==> src/rtl/bsg_manycore_link_to_axil_tx.sv <==
// Host-to-manycore transmit path: packs ratio_lp AXI-Lite words into one host-FIFO packet,
// buffers up to tx_buf_els_p packets and reports free word slots to host software.
module bsg_manycore_link_to_axil_tx #(
    parameter int axil_data_width_p = 32,
    parameter int host_fifo_width_p = 128,
    parameter int tx_buf_els_p      = 2,
    localparam int ratio_lp         = host_fifo_width_p / axil_data_width_p,
    localparam int vacancy_width_lp = $clog2(ratio_lp * tx_buf_els_p + 1)
) (
    input  logic                         clk_i,
    input  logic                         reset_n_i,
    input  logic [axil_data_width_p-1:0] axil_data_i,
    input  logic                         axil_v_i,
    output logic                         axil_ready_o,
    output logic [host_fifo_width_p-1:0] fifo_data_o,
    output logic                         fifo_v_o,
    input  logic                         fifo_ready_i,
    output logic [vacancy_width_lp-1:0]  vacancy_o
);

    localparam int cnt_w_lp = (ratio_lp > 1) ? $clog2(ratio_lp) : 1;
    localparam int ptr_w_lp = (tx_buf_els_p > 1) ? $clog2(tx_buf_els_p) : 1;
    localparam int occ_w_lp = $clog2(tx_buf_els_p + 1);

    localparam logic [cnt_w_lp-1:0] cnt_last_lp = cnt_w_lp'(ratio_lp - 1);
    localparam logic [ptr_w_lp-1:0] ptr_last_lp = ptr_w_lp'(tx_buf_els_p - 1);
    localparam logic [occ_w_lp-1:0] occ_full_lp = occ_w_lp'(tx_buf_els_p);

    if (ratio_lp < 2 || ratio_lp * axil_data_width_p != host_fifo_width_p) begin : g_bad_params
        $fatal(1, "bsg_manycore_link_to_axil_tx: host_fifo_width_p must be an integer multiple (>=2) of axil_data_width_p");
    end

    logic [cnt_w_lp-1:0]          cnt_q, cnt_d;
    logic [occ_w_lp-1:0]          occ_q, occ_d;
    logic [ptr_w_lp-1:0]          wr_ptr_q, wr_ptr_d;
    logic [ptr_w_lp-1:0]          rd_ptr_q, rd_ptr_d;
    logic                         ready_q, ready_d;
    logic [axil_data_width_p-1:0] pack_q [ratio_lp-1];
    logic [host_fifo_width_p-1:0] mem_q  [tx_buf_els_p];
    logic [host_fifo_width_p-1:0] packet;
    logic                         accept, enq, deq;

    assign accept = axil_v_i & ready_q;
    assign enq    = accept & (cnt_q == cnt_last_lp);
    assign deq    = fifo_v_o & fifo_ready_i;

    // The final word bypasses the packing register so the packet enqueues on its own accept edge.
    always_comb begin
        packet = '0;
        for (int k = 0; k < ratio_lp - 1; k++) begin
            packet[k*axil_data_width_p +: axil_data_width_p] = pack_q[k];
        end
        packet[(ratio_lp-1)*axil_data_width_p +: axil_data_width_p] = axil_data_i;
    end

    always_comb begin
        cnt_d    = cnt_q;
        wr_ptr_d = wr_ptr_q;
        rd_ptr_d = rd_ptr_q;
        occ_d    = occ_q;
        if (accept) begin
            cnt_d = enq ? '0 : cnt_q + cnt_w_lp'(1);
        end
        if (enq) begin
            wr_ptr_d = (wr_ptr_q == ptr_last_lp) ? '0 : wr_ptr_q + ptr_w_lp'(1);
        end
        if (deq) begin
            rd_ptr_d = (rd_ptr_q == ptr_last_lp) ? '0 : rd_ptr_q + ptr_w_lp'(1);
        end
        case ({enq, deq})
            2'b10:   occ_d = occ_q + occ_w_lp'(1);
            2'b01:   occ_d = occ_q - occ_w_lp'(1);
            default: occ_d = occ_q;
        endcase
        ready_d = (occ_d < occ_full_lp);
    end

    // Ready is a flop so it stays low through reset and never depends on this cycle's handshakes.
    always_ff @(posedge clk_i or negedge reset_n_i) begin
        if (!reset_n_i) begin
            cnt_q    <= '0;
            occ_q    <= '0;
            wr_ptr_q <= '0;
            rd_ptr_q <= '0;
            ready_q  <= 1'b0;
        end else begin
            cnt_q    <= cnt_d;
            occ_q    <= occ_d;
            wr_ptr_q <= wr_ptr_d;
            rd_ptr_q <= rd_ptr_d;
            ready_q  <= ready_d;
        end
    end

    always_ff @(posedge clk_i) begin
        if (accept && !enq) begin
            pack_q[cnt_q] <= axil_data_i;
        end
        if (enq) begin
            mem_q[wr_ptr_q] <= packet;
        end
    end

    assign axil_ready_o = ready_q;
    assign fifo_v_o     = (occ_q != '0);
    assign fifo_data_o  = mem_q[rd_ptr_q];
    assign vacancy_o    = vacancy_width_lp'(ratio_lp * tx_buf_els_p)
                        - vacancy_width_lp'(ratio_lp) * vacancy_width_lp'(occ_q)
                        - vacancy_width_lp'(cnt_q);

endmodule

==> config.mk <==
export PLATFORM = sky130hd
export DESIGN_NAME = bsg_manycore_link_to_axil_tx
export DESIGN_NICKNAME = d
export VERILOG_FILES = /design/src/rtl/bsg_manycore_link_to_axil_tx.sv
export SDC_FILE = /design/constraint.sdc
export NUM_CORES = 1
export LEC_CHECK = 0
export ABC_AREA = 1
export CAP_MARGIN = 40
export CORE_ASPECT_RATIO = 0.75
export CORE_MARGIN = 2
export CORE_UTILIZATION = 58
export CTS_BUF_LIST = sky130_fd_sc_hd__clkbuf_8 sky130_fd_sc_hd__clkbuf_16
export DETAILED_ROUTE_END_ITERATION = 10
export PLACE_DENSITY_LB_ADDON = 0.15
export SLEW_MARGIN = 20
export SYNTH_ARGS = -nofsm -noshare
export SYNTH_HDL_FRONTEND = slang
export SYNTH_SLANG_ARGS = --single-unit
==> constraint.sdc <==
create_clock -name clk_i -period 12.4 [get_ports clk_i]
set_input_delay 2.48 -clock clk_i [delete_from_list [all_inputs] [get_ports clk_i]]
set_output_delay 2.48 -clock clk_i [all_outputs]
set_load 0.03 [all_outputs]
==> impl_results.md <==
- Clock insertion delay at the later pin of the skew report: 0.50 ns
- Via count of the first global-routing pass: 6452
- Die Ht: 132 µm
- Maximum number of pins on one net before global-route repair: 78
- DRC violation count after routing: 0
- Total standard cell area after synthesis: 0.0126 mm²
- Area inside the core boundary: 0.0212 mm²
- Detailed-route via count: 6729
- Worst-case setup margin in the final layout: 6.51 ns
- Dpl hpwl: 13300 µm
- Most common library cell in the layout ignoring fill and taps: sky130_fd_sc_hd__nand2_1
- Max-slew violation count: 0
- Switch Pwr: 1.31 mW
- Deepest clock path buffer count: 3
- Required time of the worst setup path: 9.92 ns
- Hold Crit Start: pack_q[1][22]$_DFFE_PP_
- Setup repair after global routing missed its margin: no
- Gates resized, CTS repair: 0
- Most frequent cells in the layout: sky130_fd_sc_hd__nand2_1 (393), sky130_fd_sc_hd__edfxtp_1 (352), sky130_fd_sc_hd__clkdlybuf4s50_1 (169), sky130_fd_sc_hd__clkbuf_16 (37), sky130_fd_sc_hd__inv_1 (27)
- CTS sink count: 359
- Clock tree from TritonCTS: yes
- #FFs+latches synth: 359
- Worst clock skew: 0.0128 ns
- Diodes inserted: 0
- Transition at the pin with the smallest max-transition slack: 0.700 ns
- 1st-pass router iterations: 5
- Routed len/inst: 17.6 µm
- Final setup violation count: 0
- Clock network fraction of design power: 24.7%
- Routed wire length: 23200 µm
- H-Tree Level Count: 2
- Fraction of power consumed by sequential logic: 40.9%
- Horizontal die dimension: 174 µm
- First DRT Iteration DRCs: 532
- Count of input and output buffers: 169
- Global-route wire length before repair: 35100 µm
- Count of standard-cell rows: 46
- Number of hold violations in the final report: 0
- Initial antenna violation count: 0
- Nets: 1051
- Share of power burned in combinational logic: 34.4%
- Kind of end point of the critical path: output port
- Worst hold path type: flip-flop to flip-flop
- Total of max-cap violations: 0
- Worst-path clk slew: 0.06 ns
- Fmax: 170 MHz
- Number of placed I/O pins: 170
- Nature of the critical path startpoint: flip-flop
- Hold-fix buffer count after cts: 0
- Warnings from Yosys: 0
- Run status: completed
- Layout cells sized above 1: 5.82%
- Shortest period the worst path allows: 5.89 ns
- Relative slew slack: 53.2%
- Cell Pwr Density: 240 mW/mm²
- Final weighted congestion in routability-driven placement: 0.739
- Static Leakage: 5.86 nW
- Post-CTS Setup Inserts: 0
- Effective utilization at floorplan: 59.5%
- Number of instances in the synthesized netlist: 819
- Via-per-instance ratio: 5.10
- Share of synthesized area occupied by flip-flops and latches: 85.0%
- Sum of negative setup slack: 0 ns
- CP arrival: 3.41 ns
- Root buf cell: sky130_fd_sc_hd__clkbuf_16
- Post-route core utilization: 74.1%
- Int Pwr: 2.47 mW
- Post-route ant nets: 0
- Clock buffers created by TritonCTS: 34
- Unique cell type count in the Yosys netlist: 16
- Part of the cycle the worst path needs: 47.5%
- Overall overflow remaining after global route: 0
- Net switching share of the total power: 34.7%
- Total routing resource utilization after global routing: 19.9%
- WS Path Type: flip-flop to output port
- Maximum resistive drop on vdd: 0.000204 V
- Post-synthesis area per instance: 15.4 µm²
- Reg2reg start: cnt_q[0]$_DFFE_PN0P_
- Floorplan die area: 0.0230 mm²
- Crit path max fanout: 57
- Worst setup slack before clock tree synthesis: 6.62 ns
- Critical path origin: rd_ptr_q$_DFFE_PN0P_
- P&R area growth vs syn: 24.5%
- Post-synth net total: 862
metrics by stage:
step / power, mW / hold WS, ns / instances / instance area, µm²
after global routing: 3.94 / 0.444 / 1319 / 15700
final: 3.78 / 0.440 / 1319 / 15700
after global placement: 2.85 / 0.422 / 1256 / 14600
after detailed placement: 2.86 / 0.430 / 1256 / 14600
after CTS: 3.80 / 0.441 / 1315 / 15600
after floorplan: 2.34 / 0.421 / 819 / 12600
Yosys cell counts:
library cell | count | area [µm²]
sky130_fd_sc_hd__nand3_1 | 2 | 10.0
sky130_fd_sc_hd__inv_2 | 1 | 3.75
sky130_fd_sc_hd__nand2_1 | 393 | 1480
sky130_fd_sc_hd__nand4_1 | 1 | 6.26
sky130_fd_sc_hd__xnor2_1 | 2 | 17.5
sky130_fd_sc_hd__inv_1 | 16 | 60.1
sky130_fd_sc_hd__ha_1 | 7 | 87.6
sky130_fd_sc_hd__buf_2 | 10 | 50.1
sky130_fd_sc_hd__clkbuf_1 | 1 | 3.75
sky130_fd_sc_hd__o21ai_0 | 2 | 10.0
sky130_fd_sc_hd__buf_4 | 17 | 128
sky130_fd_sc_hd__xor2_1 | 2 | 17.5
sky130_fd_sc_hd__dfrtp_1 | 7 | 175
sky130_fd_sc_hd__buf_6 | 1 | 11.3
sky130_fd_sc_hd__nor2_1 | 5 | 18.8
sky130_fd_sc_hd__edfxtp_1 | 352 | 10600
cell type report:
cell class,instances,area [µm²]
Sequential cell,359,10700
Fill cell,1265,5500
Timing Repair Buffer,182,1870
Multi-Input combinational cell,414,1680
Clock buffer,37,926
Tap cell,288,360
Clock inverter,22,90.1
Inverter,17,66.3
layer usage:
metal | global-route usage (%) | share of wire (%) | vias to the layer above
met5 | 0 | 0 | -
met4 | 6.16 | 1.8 | 0
met3 | 3.81 | 6.4 | 35
met2 | 32.0 | 49 | 224
met1 | 28.4 | 43 | 3272
li1 | - | - | 3198
worst max-delay path, stage by stage (launching register included):
cell and delay (ns):
sky130_fd_sc_hd__dfrtp_4 0.72, sky130_fd_sc_hd__inv_4 0.53, sky130_fd_sc_hd__buf_4 0.38, sky130_fd_sc_hd__buf_16 0.27, sky130_fd_sc_hd__nand2_1 0.08, sky130_fd_sc_hd__nand2_1 0.14
sky130_fd_sc_hd__clkdlybuf4s50_1 0.70
power groups by stage:
stage               Clock, mW  Combinational (mW)  Sequential [mW]
floorplan                   0               0.791             1.55
global route            0.998                1.39             1.56
detailed placement          0                1.29             1.57
finish                  0.935                1.30             1.55
CTS                     0.952                1.30             1.55
global placement            0                1.28             1.56
final timing paths:
check	cells after the start	slack (ns)	endpoint
max in group asynchronous	1	9.86	rd_ptr_q$_DFFE_PN0P_
worst max register to register	6	9.28	mem_q[0][24]$_DFFE_PP_
worst max-delay path	6	6.51	fifo_data_o[17]
worst min-delay path	0	0.44	mem_q[0][54]$_DFFE_PP_
worst min register to register	0	0.44	mem_q[0][54]$_DFFE_PP_
min in group asynchronous	1	2.25	cnt_q[1]$_DFFE_PN0P_
flip-flops by register name, summed over array words and instances, names as in the netlist, named ones only:
name,cells
mem_q,256
pack_q,96
cnt_q,2
occ_q,1
axil_ready_o,1
rd_ptr_q,1
wr_ptr_q,1
cell families after synthesis:
| kind of cell | after synthesis | share of synthesized area [%] |
|---|---|---|
| compound gates | 2 | 0.0792 |
| xor+xnor | 4 | 0.277 |
| fa+ha+maj | 7 | 0.693 |
| buf+inv | 46 | 2.03 |
| flops | 359 | 85.0 |
| simple gates | 401 | 11.9 |
Note: power is estimated with default switching activity, not from simulation.
